<file path="config.mk">
export PLATFORM = sky130hd
export DESIGN_NAME = axil_ctrl_bank_flat
export DESIGN_NICKNAME = d
export VERILOG_FILES = /design/src/rtl/axil_ctrl_bank_if.sv /design/src/rtl/axil_ctrl_bank.sv /design/src/flat_wrapper.sv
export SDC_FILE = /design/constraint.sdc
export NUM_CORES = 1
export LEC_CHECK = 0
export BUFFER_PORTS_ARGS = -buffer_cell sky130_fd_sc_hd__buf_2
export CAP_MARGIN = 10
export CORE_AREA = 5 5 56 108
export DETAILED_ROUTE_END_ITERATION = 8
export DIE_AREA = 0 0 61 113
export PLACE_DENSITY = 0.74
export SYNTH_ARGS = -nofsm -noshare
export SYNTH_HDL_FRONTEND = slang
export SYNTH_SLANG_ARGS = --single-unit
</file>
<file path="constraint.sdc">
create_clock -name clk -period 2 [get_ports clk]
set_clock_uncertainty 0.15 [all_clocks]
set_input_delay 0.2 -clock clk [delete_from_list [all_inputs] [get_ports clk]]
set_output_delay 0.2 -clock clk [all_outputs]
set_load 0.01 [all_outputs]
</file>
<file path="src/rtl/axil_ctrl_bank_if.sv">
`default_nettype none
// ============================================================================
//  Module   : axil_ctrl_bank_if
//  Purpose  : AXI4-Lite slave bundle (no WSTRB, no PROT) used by the
//             control bank. Carries the AW, W, B, AR and R channels.
//  Modports : master - drives addresses/data/valids and B/R readies
//             slave  - drives AW/W/AR readies and the B/R responses
//  Revision : 1.0 - initial release
// ============================================================================
interface axil_ctrl_bank_if #(
    parameter int AW = 8
);
    logic [AW-1:0] S_AXI_AWADDR;
    logic          S_AXI_AWVALID;
    logic          S_AXI_AWREADY;
    logic [31:0]   S_AXI_WDATA;
    logic          S_AXI_WVALID;
    logic          S_AXI_WREADY;
    logic [1:0]    S_AXI_BRESP;
    logic          S_AXI_BVALID;
    logic          S_AXI_BREADY;
    logic [AW-1:0] S_AXI_ARADDR;
    logic          S_AXI_ARVALID;
    logic          S_AXI_ARREADY;
    logic [31:0]   S_AXI_RDATA;
    logic [1:0]    S_AXI_RRESP;
    logic          S_AXI_RVALID;
    logic          S_AXI_RREADY;

    modport master (
        output S_AXI_AWADDR, S_AXI_AWVALID, S_AXI_WDATA, S_AXI_WVALID,
               S_AXI_BREADY, S_AXI_ARADDR, S_AXI_ARVALID, S_AXI_RREADY,
        input  S_AXI_AWREADY, S_AXI_WREADY, S_AXI_BRESP, S_AXI_BVALID,
               S_AXI_ARREADY, S_AXI_RDATA, S_AXI_RRESP, S_AXI_RVALID
    );

    modport slave (
        input  S_AXI_AWADDR, S_AXI_AWVALID, S_AXI_WDATA, S_AXI_WVALID,
               S_AXI_BREADY, S_AXI_ARADDR, S_AXI_ARVALID, S_AXI_RREADY,
        output S_AXI_AWREADY, S_AXI_WREADY, S_AXI_BRESP, S_AXI_BVALID,
               S_AXI_ARREADY, S_AXI_RDATA, S_AXI_RRESP, S_AXI_RVALID
    );
endinterface
`default_nettype wire

</file>
<file path="src/rtl/axil_ctrl_bank.sv">
`default_nettype none
// ============================================================================
//  Module   : axil_ctrl_bank
//  Purpose  : AXI4-Lite register bank that launches and monitors NCH
//             engine channels.
//             Index 0 START  (W, reads 0)   one-cycle start pulse per bit
//             Index 1 STATUS (R)            live busy levels
//             Index 2 DONE   (R/W1C)        sticky completion flags
//             Index 3 IRQ_EN (R/W)          interrupt enables
//             Other indices answer DECERR.
//  Ports    : clk     - sole clock, rising edge
//             resetn  - asynchronous active-low reset
//             s_axi   - AXI4-Lite slave (axil_ctrl_bank_if.slave)
//             start   - per-channel one-cycle start pulse
//             busy    - per-channel busy level from the engines
//             done    - per-channel one-cycle completion pulse
//             irq     - registered level interrupt |(DONE & IRQ_EN)
//  Revision : 1.0 - initial release
// ============================================================================
module axil_ctrl_bank #(
    parameter int AW  = 8,
    parameter int NCH = 4
) (
    input  logic               clk,
    input  logic               resetn,
    axil_ctrl_bank_if.slave    s_axi,
    output logic [NCH-1:0]     start,
    input  logic [NCH-1:0]     busy,
    input  logic [NCH-1:0]     done,
    output logic               irq
);

    localparam int IW = AW - 2;

    localparam logic [IW-1:0] IDX_START  = IW'(0);
    localparam logic [IW-1:0] IDX_STATUS = IW'(1);
    localparam logic [IW-1:0] IDX_DONE   = IW'(2);
    localparam logic [IW-1:0] IDX_IRQEN  = IW'(3);

    localparam logic [1:0] RESP_OKAY   = 2'b00;
    localparam logic [1:0] RESP_SLVERR = 2'b10;
    localparam logic [1:0] RESP_DECERR = 2'b11;

    typedef enum logic [1:0] {
        WR_IDLE    = 2'd0,
        WR_HAVE_AW = 2'd1,
        WR_HAVE_W  = 2'd2,
        WR_RESP    = 2'd3
    } wr_state_t;

    // ------------------------------------------------------------------
    // State
    // ------------------------------------------------------------------
    wr_state_t          wr_state_q, wr_state_d;
    logic [IW-1:0]      awaddr_q,   awaddr_d;
    logic [NCH-1:0]     wdata_q,    wdata_d;
    logic [1:0]         bresp_q,    bresp_d;
    logic [NCH-1:0]     start_q,    start_d;
    logic [NCH-1:0]     done_q,     done_d;
    logic [NCH-1:0]     irq_en_q,   irq_en_d;
    logic               irq_q,      irq_d;
    logic               rvalid_q,   rvalid_d;
    logic [31:0]        rdata_q,    rdata_d;
    logic [1:0]         rresp_q,    rresp_d;

    // ------------------------------------------------------------------
    // Combinational helpers
    // ------------------------------------------------------------------
    logic               w_awready;
    logic               w_wready;
    logic               w_arready;
    logic               w_aw_hs;
    logic               w_w_hs;
    logic               w_ar_hs;
    logic               w_commit;
    logic [IW-1:0]      w_cm_idx;
    logic [NCH-1:0]     w_cm_data;
    logic [NCH-1:0]     w_done_clr;
    logic [IW-1:0]      w_ar_idx;

    // Address bits [1:0] and write-data bits above NCH carry no meaning.
    logic w_unused_bits;
    assign w_unused_bits = &{1'b0, s_axi.S_AXI_WDATA,
                             s_axi.S_AXI_AWADDR[1:0], s_axi.S_AXI_ARADDR[1:0]};

    function automatic logic [31:0] zext(input logic [NCH-1:0] v);
        logic [31:0] r;
        r          = '0;
        r[NCH-1:0] = v;
        return r;
    endfunction

    // Readies come only from state and the reset pin, never from VALIDs.
    // Gating with resetn forces them low for the whole reset window and
    // lets them rise as soon as reset is released.
    assign w_awready = resetn & ((wr_state_q == WR_IDLE) | (wr_state_q == WR_HAVE_W));
    assign w_wready  = resetn & ((wr_state_q == WR_IDLE) | (wr_state_q == WR_HAVE_AW));
    assign w_arready = resetn & ~rvalid_q;

    assign w_aw_hs = s_axi.S_AXI_AWVALID & w_awready;
    assign w_w_hs  = s_axi.S_AXI_WVALID  & w_wready;
    assign w_ar_hs = s_axi.S_AXI_ARVALID & w_arready;

    // The write that completes the address/data pair is committed on the
    // same edge, so pick the half that is still on the bus.
    assign w_cm_idx  = (wr_state_q == WR_HAVE_AW) ? awaddr_q
                                                  : s_axi.S_AXI_AWADDR[AW-1:2];
    assign w_cm_data = (wr_state_q == WR_HAVE_W)  ? wdata_q
                                                  : s_axi.S_AXI_WDATA[NCH-1:0];
    assign w_ar_idx  = s_axi.S_AXI_ARADDR[AW-1:2];

    // ------------------------------------------------------------------
    // Write channel FSM
    // ------------------------------------------------------------------
    always_comb begin
        wr_state_d = wr_state_q;
        awaddr_d   = awaddr_q;
        wdata_d    = wdata_q;
        w_commit   = 1'b0;

        if (w_aw_hs) begin
            awaddr_d = s_axi.S_AXI_AWADDR[AW-1:2];
        end
        if (w_w_hs) begin
            wdata_d = s_axi.S_AXI_WDATA[NCH-1:0];
        end

        case (wr_state_q)
            WR_IDLE: begin
                if (w_aw_hs && w_w_hs) begin
                    w_commit   = 1'b1;
                    wr_state_d = WR_RESP;
                end else if (w_aw_hs) begin
                    wr_state_d = WR_HAVE_AW;
                end else if (w_w_hs) begin
                    wr_state_d = WR_HAVE_W;
                end
            end
            WR_HAVE_AW: begin
                if (w_w_hs) begin
                    w_commit   = 1'b1;
                    wr_state_d = WR_RESP;
                end
            end
            WR_HAVE_W: begin
                if (w_aw_hs) begin
                    w_commit   = 1'b1;
                    wr_state_d = WR_RESP;
                end
            end
            WR_RESP: begin
                if (s_axi.S_AXI_BREADY) begin
                    wr_state_d = WR_IDLE;
                end
            end
            default: wr_state_d = WR_IDLE;
        endcase
    end

    // ------------------------------------------------------------------
    // Register effects of a committed write
    // ------------------------------------------------------------------
    always_comb begin
        bresp_d    = bresp_q;
        start_d    = '0;
        irq_en_d   = irq_en_q;
        w_done_clr = '0;

        if (w_commit) begin
            case (w_cm_idx)
                IDX_START: begin
                    // Idle channels start even when a sibling is refused.
                    start_d = w_cm_data & ~busy;
                    bresp_d = (|(w_cm_data & busy)) ? RESP_SLVERR : RESP_OKAY;
                end
                IDX_STATUS: begin
                    bresp_d = RESP_OKAY;
                end
                IDX_DONE: begin
                    w_done_clr = w_cm_data;
                    bresp_d    = RESP_OKAY;
                end
                IDX_IRQEN: begin
                    irq_en_d = w_cm_data;
                    bresp_d  = RESP_OKAY;
                end
                default: begin
                    bresp_d = RESP_DECERR;
                end
            endcase
        end

        // A completion arriving with its own clear wins: the flag stays set.
        done_d = (done_q & ~w_done_clr) | done;
        irq_d  = |(done_q & irq_en_q);
    end

    // ------------------------------------------------------------------
    // Read channel
    // ------------------------------------------------------------------
    always_comb begin
        rvalid_d = rvalid_q;
        rdata_d  = rdata_q;
        rresp_d  = rresp_q;

        if (w_ar_hs) begin
            rvalid_d = 1'b1;
            rresp_d  = RESP_OKAY;
            case (w_ar_idx)
                IDX_START:  rdata_d = 32'd0;
                IDX_STATUS: rdata_d = zext(busy);
                IDX_DONE:   rdata_d = zext(done_q);
                IDX_IRQEN:  rdata_d = zext(irq_en_q);
                default: begin
                    rdata_d = 32'd0;
                    rresp_d = RESP_DECERR;
                end
            endcase
        end else if (rvalid_q && s_axi.S_AXI_RREADY) begin
            rvalid_d = 1'b0;
        end
    end

    // ------------------------------------------------------------------
    // Registers
    // ------------------------------------------------------------------
    always_ff @(posedge clk or negedge resetn) begin
        if (!resetn) begin
            wr_state_q <= WR_IDLE;
            awaddr_q   <= '0;
            wdata_q    <= '0;
            bresp_q    <= RESP_OKAY;
            start_q    <= '0;
            done_q     <= '0;
            irq_en_q   <= '0;
            irq_q      <= 1'b0;
            rvalid_q   <= 1'b0;
            rdata_q    <= '0;
            rresp_q    <= RESP_OKAY;
        end else begin
            wr_state_q <= wr_state_d;
            awaddr_q   <= awaddr_d;
            wdata_q    <= wdata_d;
            bresp_q    <= bresp_d;
            start_q    <= start_d;
            done_q     <= done_d;
            irq_en_q   <= irq_en_d;
            irq_q      <= irq_d;
            rvalid_q   <= rvalid_d;
            rdata_q    <= rdata_d;
            rresp_q    <= rresp_d;
        end
    end

    // ------------------------------------------------------------------
    // Outputs
    // ------------------------------------------------------------------
    assign s_axi.S_AXI_AWREADY = w_awready;
    assign s_axi.S_AXI_WREADY  = w_wready;
    assign s_axi.S_AXI_BVALID  = (wr_state_q == WR_RESP);
    assign s_axi.S_AXI_BRESP   = bresp_q;
    assign s_axi.S_AXI_ARREADY = w_arready;
    assign s_axi.S_AXI_RVALID  = rvalid_q;
    assign s_axi.S_AXI_RDATA   = rdata_q;
    assign s_axi.S_AXI_RRESP   = rresp_q;
    assign start               = start_q;
    assign irq                 = irq_q;

endmodule
`default_nettype wire

</file>
<file path="src/flat_wrapper.sv">
// flat-port wrapper written by rule: the top's interface ports become plain ports
module axil_ctrl_bank_flat 
#(
    parameter int AW  = 8,
    parameter int NCH = 4
)
  (clk, resetn, start, busy, done, irq, s_axi_S_AXI_AWADDR, s_axi_S_AXI_AWVALID, s_axi_S_AXI_WDATA, s_axi_S_AXI_WVALID, s_axi_S_AXI_BREADY, s_axi_S_AXI_ARADDR, s_axi_S_AXI_ARVALID, s_axi_S_AXI_RREADY, s_axi_S_AXI_AWREADY, s_axi_S_AXI_WREADY, s_axi_S_AXI_BRESP, s_axi_S_AXI_BVALID, s_axi_S_AXI_ARREADY, s_axi_S_AXI_RDATA, s_axi_S_AXI_RRESP, s_axi_S_AXI_RVALID);
  axil_ctrl_bank_if #(.AW(AW)) s_axi_i ();
  input  logic clk;
  input  logic resetn;
  output logic [NCH-1:0] start;
  input  logic [NCH-1:0] busy;
  input  logic [NCH-1:0] done;
  output logic irq;
  input wire logic [$bits(s_axi_i.S_AXI_AWADDR)-1:0] s_axi_S_AXI_AWADDR;
  input wire logic [$bits(s_axi_i.S_AXI_AWVALID)-1:0] s_axi_S_AXI_AWVALID;
  input wire logic [$bits(s_axi_i.S_AXI_WDATA)-1:0] s_axi_S_AXI_WDATA;
  input wire logic [$bits(s_axi_i.S_AXI_WVALID)-1:0] s_axi_S_AXI_WVALID;
  input wire logic [$bits(s_axi_i.S_AXI_BREADY)-1:0] s_axi_S_AXI_BREADY;
  input wire logic [$bits(s_axi_i.S_AXI_ARADDR)-1:0] s_axi_S_AXI_ARADDR;
  input wire logic [$bits(s_axi_i.S_AXI_ARVALID)-1:0] s_axi_S_AXI_ARVALID;
  input wire logic [$bits(s_axi_i.S_AXI_RREADY)-1:0] s_axi_S_AXI_RREADY;
  output wire logic [$bits(s_axi_i.S_AXI_AWREADY)-1:0] s_axi_S_AXI_AWREADY;
  output wire logic [$bits(s_axi_i.S_AXI_WREADY)-1:0] s_axi_S_AXI_WREADY;
  output wire logic [$bits(s_axi_i.S_AXI_BRESP)-1:0] s_axi_S_AXI_BRESP;
  output wire logic [$bits(s_axi_i.S_AXI_BVALID)-1:0] s_axi_S_AXI_BVALID;
  output wire logic [$bits(s_axi_i.S_AXI_ARREADY)-1:0] s_axi_S_AXI_ARREADY;
  output wire logic [$bits(s_axi_i.S_AXI_RDATA)-1:0] s_axi_S_AXI_RDATA;
  output wire logic [$bits(s_axi_i.S_AXI_RRESP)-1:0] s_axi_S_AXI_RRESP;
  output wire logic [$bits(s_axi_i.S_AXI_RVALID)-1:0] s_axi_S_AXI_RVALID;
  assign s_axi_i.S_AXI_AWADDR = s_axi_S_AXI_AWADDR;
  assign s_axi_i.S_AXI_AWVALID = s_axi_S_AXI_AWVALID;
  assign s_axi_i.S_AXI_WDATA = s_axi_S_AXI_WDATA;
  assign s_axi_i.S_AXI_WVALID = s_axi_S_AXI_WVALID;
  assign s_axi_i.S_AXI_BREADY = s_axi_S_AXI_BREADY;
  assign s_axi_i.S_AXI_ARADDR = s_axi_S_AXI_ARADDR;
  assign s_axi_i.S_AXI_ARVALID = s_axi_S_AXI_ARVALID;
  assign s_axi_i.S_AXI_RREADY = s_axi_S_AXI_RREADY;
  assign s_axi_S_AXI_AWREADY = s_axi_i.S_AXI_AWREADY;
  assign s_axi_S_AXI_WREADY = s_axi_i.S_AXI_WREADY;
  assign s_axi_S_AXI_BRESP = s_axi_i.S_AXI_BRESP;
  assign s_axi_S_AXI_BVALID = s_axi_i.S_AXI_BVALID;
  assign s_axi_S_AXI_ARREADY = s_axi_i.S_AXI_ARREADY;
  assign s_axi_S_AXI_RDATA = s_axi_i.S_AXI_RDATA;
  assign s_axi_S_AXI_RRESP = s_axi_i.S_AXI_RRESP;
  assign s_axi_S_AXI_RVALID = s_axi_i.S_AXI_RVALID;
  axil_ctrl_bank #(.AW(AW), .NCH(NCH)) u_core (.clk(clk), .resetn(resetn), .s_axi(s_axi_i), .start(start), .busy(busy), .done(done), .irq(irq));
endmodule
</file>
==> impl_metrics.ini, run 1 <==
[outcome]
status = complete, no violations

[sta]
rsz0062_at_grt = yes
setup_viol = 0
finalMaxSlewViolations = 0
fmax_mhz = 515
fin_setup_tns_ns = 0
finalCritPeriodShare = 0.972
fin_crit_ns = 1.94
setup_slack_ns = 0.0565
hold_ws_ns = 0.0143
hold_viol_final = 0
worstMarginPinSlew_ns = 0.497
relSlewSlack = 0.667

[die]
rows = 37
initial_utilization = 0.387
io_pins = 109
core-area_sq_mm = 0.00509
die_area_sq_mm = 0.00689
die_height_um = 113
dieWidth_um = 61

[finish]
drive_gt1_frac = 0.421
diodes = 0
fin_nets = 333
final_cell_area_sq_mm = 0.00270
area_growth_pct = 37.2
fin_util = 0.531
fin_cells = 324

[critical_path]
rr_endpoint = u_core.irq_en_q[3]
crit_path_start_kind = flip-flop
rr_worst_depth = 8
worstSetupPathDepth = 8
required_ns = 2.02
crit_arrival_ns = 1.96
crit_chain = inv_2 > buf_4 > ha_4 > o21ai_1 > a21oi_4 > buf_6 > o211ai_4 > mux2_4
r2r_start = u_core.wr_state_q[0]
cpLargestDelayFamily = compound AO/OA/AOI/OAI gates
critPathSlowestCell = dfrtp_1
cp-endpoint = u_core.irq_en_q[3]
cpPeakStageDelay_ns = 0.40
critPathBufInv = 3
end_kind = flip-flop
worstSetupPathType = reg2reg
r2r_setup_slack_ns = 0.06
startpoint = u_core.wr_state_q[0]
crit_path_max_fanout = 6

[yosys]
ys.flop_type = dfrtp_1
synth.most_common_cell = dfrtp_1
synth_area_leaders = dfrtp_1, buf_4, mux2_2
netlist_top_cells_count = dfrtp_1, buf_4, nand2_1, mux2_2, a22o_1
synth_cell_types = 39
synth_area_sq_mm = 0.00197
synth_top_area_cell = dfrtp_1
synth_area_per_cell_sq_um = 10.9
seq_area_frac_synth = 0.419
async_reset_ff_frac = 1.00
synth-seq-cells = 33
ys_warn_count = 0
synth-edff-count = 0
synth_top_area_share = 0.419
netlist_instances = 181

[clocking]
clk_latency_ns = 0.29
clk_pin_slew_ns = 0.06
cts_max_level = 2
cts.path.max_buffers = 2
ctsRootBufferMaster = clkbuf_8
cts.sinks = 33
cts_buffers = 5
cts_tree = yes

[grt]
grt_max_degree = 21
track_usage = 0.142
grt_overflow = 0
grt_pass1_vias = 1641
antenna_found_initial = 0
grt_pass1_wl_um = 7310

[flow_run]
maxCapViolCount = 0

[detailed_routing]
first_iter_violations = 39
wl_per_cell_um = 15.3
via_count = 1643
drt_wl_total_um = 4960
first_pass_iters = 4
antenna_left = 0
vias_per_cell = 5.07
drc_errors = 0

[power]
power.leakage_nw = 1.32
ir_worst_vdd_mv = 0.818
powerDensity_mw_per_mm2 = 1100
power_mw = 2.99

[place]
place_hpwl_um = 3770
numPortBuffers = 48
dp.cells = 300
detailedPlace.worstSlack_ns = -0.0664
dpl_cell_area_sq_mm = 0.00230
gp_congestion = 0.836

[min_path]
min_path_type = in2reg
min_path_cells = 2
==> layout make-up <==
type / instances / area [sq um]
clock buffers: 7 / 86.3
repair buffers: 84 / 594
flip-flops and latches: 33 / 827
clock inverters: 1 / 30.0
well taps: 58 / 72.6
multi-input cells: 135 / 1070
fillers: 456 / 2390
inverters: 6 / 22.5
==> worst reg2reg max path, delay by kind of cell (launching register included) <==
kind            cells  cell delay, ns
fa+ha+maj           1            0.17
compound gates      3            0.43
flops               1            0.40
buf+inv             3            0.36
mux                 1            0.32
==> cells by family after synthesis <==
group                    count (synthesis)  share of synthesized area
AND/OR/NAND/NOR                         38                      0.102
adder cells (fa/ha/maj)                  5                     0.0317
AO/OA/AOI/OAI                           44                      0.183
other                                    1                    0.00190
multiplexers                            20                      0.120
buffers and inverters                   40                      0.142
flip-flops                              33                      0.419
==> metal layers <==
metal / global-route usage / vias to the layer above / wire, um
met3: 0.0263 / 13 / 368
met2: 0.257 / 68 / 2710
met4: 0.0767 / 0 / 153
met5: 0 / - / 0
met1: 0.143 / 792 / 1730
li1: - / 770 / -
==> state kept, by name (all words and copies together) (netlist names) <==
| name | cells |
|---|---|
| u_core.awaddr_q | 6 |
| u_core.done_q | 4 |
| u_core.irq_en_q | 4 |
| u_core.s_axi.S_AXI_RDATA | 4 |
| u_core.start | 4 |
| u_core.wdata_q | 4 |
| u_core.s_axi.S_AXI_BRESP | 2 |
| u_core.wr_state_q | 2 |
| u_core.irq | 1 |
| u_core.s_axi.S_AXI_RRESP | 1 |
| u_core.s_axi.S_AXI_RVALID | 1 |
==> worst min path at each step <==
stage                                startpoint                   end  slack (ns)
after floorplan                          resetn    u_core.awaddr_q[0]       -0.25
after global placement                   resetn  u_core.wr_state_q[0]       -0.11
after detailed placement                 resetn     u_core.wdata_q[0]       -0.10
after CTS                 s_axi_S_AXI_AWADDR[2]    u_core.awaddr_q[0]        0.01
after global routing       s_axi_S_AXI_WDATA[0]     u_core.wdata_q[0]        0.03
final                      s_axi_S_AXI_WDATA[3]     u_core.wdata_q[3]        0.01
==> placed cells by master, fill, tap and decap left out, types with 2 or more instances in the layout <==
cell type       n
a21boi_1        2
a21o_1          4
a22o_1          8
a22oi_1         4
buf_2          46
buf_4          18
buf_6           3
clkbuf_8        6
conb_1         28
dfrtp_1        32
dlygate4sd3_1  13
ha_4            4
inv_1           4
inv_2           2
mux2_2         13
mux2_4          4
mux2i_1         3
nand2_1        21
nand3_1         2
nor2_1          2
nor2b_1         2
nor3b_2         3
nor4_1          2
o2111ai_1       4
o211ai_1        2
o211ai_4        2
o21a_1          3
o21ai_0         5
o21ai_1         2
==> repair_timing <==
item	in CTS	in global routing
resized for setup	8	21
buffers inserted	1	0
hold buffers	14	0
pin swaps	1	7
endpoints found under the setup margin	13	17
hold endpoints to repair	28	0
gates cloned	0	2
==> where the power goes <==
part	switching, mW	internal, mW	total (mW)	leakage [nW]
clock network	0.240	0.406	0.646	0.0585
logic	0.662	0.725	1.39	0.861
registers	0.117	0.838	0.955	0.405
(Power assumes the default switching activity.)
==> run 2, diff against run 1 <==
BUFFER_PORTS_ARGS = -buffer_cell sky130_fd_sc_hd__buf_4   (was -buffer_cell sky130_fd_sc_hd__buf_2)
CORE_AREA = 5 5 52 99   (was 5 5 56 108)
DIE_AREA = 0 0 57 104   (was 0 0 61 113)
PLACE_DENSITY = 0.83   (was 0.74)
RECOVER_POWER = 100   (was not set)
clock period = 2.3 ns   (was 2 ns; I/O delays follow)
==> impl_metrics.ini, run 2 (synthesis results as in run 1) <==
[die]
core-area_sq_mm = 0.00434
die_height_um = 104
initial_utilization = 0.454
dieWidth_um = 57
rows = 34
io_pins = 109
die_area_sq_mm = 0.00593

[grt]
grt_overflow = 0
grt_pass1_vias = 1643
grt_pass1_wl_um = 7620
grt_max_degree = 26
track_usage = 0.162
antenna_found_initial = 0

[sta]
finalMaxSlewViolations = 0
fin_crit_ns = 2.24
fmax_mhz = 447
fin_setup_tns_ns = 0
worstMarginPinSlew_ns = 0.635
relSlewSlack = 0.576
setup_viol = 0
finalCritPeriodShare = 0.973
rsz0062_at_grt = no
hold_viol_final = 0

[clocking]
clk_latency_ns = 0.28
cts_tree = yes
cts.sinks = 33
cts_buffers = 5
ctsRootBufferMaster = clkbuf_8
cts.path.max_buffers = 2
cts_max_level = 2
clk_pin_slew_ns = 0.06

[min_path]
min_path_type = in2reg

[finish]
drive_gt1_frac = 0.268
diodes = 0
area_growth_pct = 22.6
final_cell_area_sq_mm = 0.00242
final_cell_mix = buf_4, dfrtp_1, conb_1
fin_nets = 315
largest-register = u_core.awaddr_q
largest_register_ffs = 6

[power]
powerDensity_mw_per_mm2 = 865
pwr-share-clk = 0.189
ir_worst_vdd_mv = 0.648
power.switching_uw = 749
switching_share = 0.359
seq_power_share = 0.388
internal-power_mw = 1.34
power.leakage_nw = 1.13
p_comb_frac = 0.423

[critical_path]
rr_worst_depth = 7
crit_path_start_kind = input port
worstSetupPathType = in2reg
cp-endpoint = u_core.irq_en_q[1]
rr_endpoint = u_core.irq_en_q[1]
end_kind = flip-flop
crit_path_max_fanout = 7
startpoint = s_axi_S_AXI_AWADDR[4]
crit_arrival_ns = 2.26
required_ns = 2.32
r2r_setup_slack_ns = 0.20
r2r_start = u_core.wr_state_q[0]

[place]
dpl_cell_area_sq_mm = 0.00227
numPortBuffers = 48
gp_congestion = 0.803
place_hpwl_um = 3560

[detailed_routing]
antenna_left = 0
drt_wl_total_um = 4590
first_iter_violations = 52
vias_per_cell = 5.18
wl_per_cell_um = 15.3
drc_errors = 0
via_count = 1553
first_pass_iters = 5

[flow_run]
maxCapViolCount = 0

[outcome]
status = complete, no violations
-- run 2: cell types whose count changed in the layout (fill, tap and decap cells not counted), moves of 3 or more --
cell      change
buf_4        +15
buf_2        -46
nor3b_1       +3
buf_6         -3
ha_4          -4
nor3b_2       -3
clkbuf_1     +18
-- run 2: critical path, cell delays in order --
cell and delay (ns):
dlygate4sd3_1 0.53, clkbuf_1 0.12, or4_4 0.56, nor3_4 0.17, buf_4 0.18, o211ai_4 0.13
mux2_4 0.33
-- run 2: metrics by stage --
step	power, mW	utilization	hold slack [ns]	worst slack (ns)	instances
2_1_floorplan	1.50	-	-0.216	0.289	208
3_3_place_gp	1.69	0.524	-0.0567	0.0958	280
3_5_place_dp	1.72	0.524	-0.0555	0.0659	280
4_1_cts	2.14	0.571	0.00392	0.0487	299
5_1_grt	2.25	0.557	0.00575	0.0125	300
6_report	2.09	0.557	0.00750	0.0611	300
-- run 2: metal layers --
| metal | share of wire | routed length (um) | up-vias | track usage |
|---|---|---|---|---|
| li1 | - | - | 722 | - |
| met1 | 0.35 | 1590 | 721 | 0.167 |
| met2 | 0.53 | 2440 | 92 | 0.295 |
| met3 | 0.084 | 386 | 18 | 0.0373 |
| met4 | 0.037 | 171 | 0 | 0.0779 |
| met5 | 0 | 0 | - | 0 |
-- run 2: layout make-up --
cell class | instances | area (sq um)
Tap cell | 54 | 67.6
Multi-Input combinational cell | 135 | 972
Fill cell | 394 | 1920
Timing Repair Buffer | 66 | 454
Clock buffer | 5 | 68.8
Inverter | 6 | 22.5
Clock inverter | 1 | 5.00
Sequential cell | 33 | 826
-- run 2: worst min-delay path by stage --
stage                                      from                  to  slack, ns  cells past startpoint
after global routing      s_axi_S_AXI_AWADDR[7]  u_core.awaddr_q[5]      0.006                      3
final                     s_axi_S_AXI_AWADDR[7]  u_core.awaddr_q[5]      0.008                      3
after CTS                 s_axi_S_AXI_AWADDR[7]  u_core.awaddr_q[5]      0.004                      3
after floorplan                          resetn  u_core.awaddr_q[0]      -0.22                      0
after detailed placement                 resetn  u_core.awaddr_q[5]      -0.06                      1
after global placement                   resetn  u_core.awaddr_q[5]      -0.06                      1
-- run 2: power by group through the flow --
stage / combinational, mW / clock, mW / sequential [mW]
6_report: 0.884 / 0.394 / 0.812
5_1_grt: 0.985 / 0.430 / 0.832
4_1_cts: 0.926 / 0.406 / 0.813
3_5_place_dp: 0.900 / 0 / 0.824
3_3_place_gp: 0.874 / 0 / 0.817
2_1_floorplan: 0.683 / 0 / 0.813
-- run 2: what timing repair did --
item,in CTS,in global routing
setup buffers,0,1
gates resized for setup,0,2
setup endpoints to repair,0,13
hold buffers,13,0
hold endpoints to repair,45,0
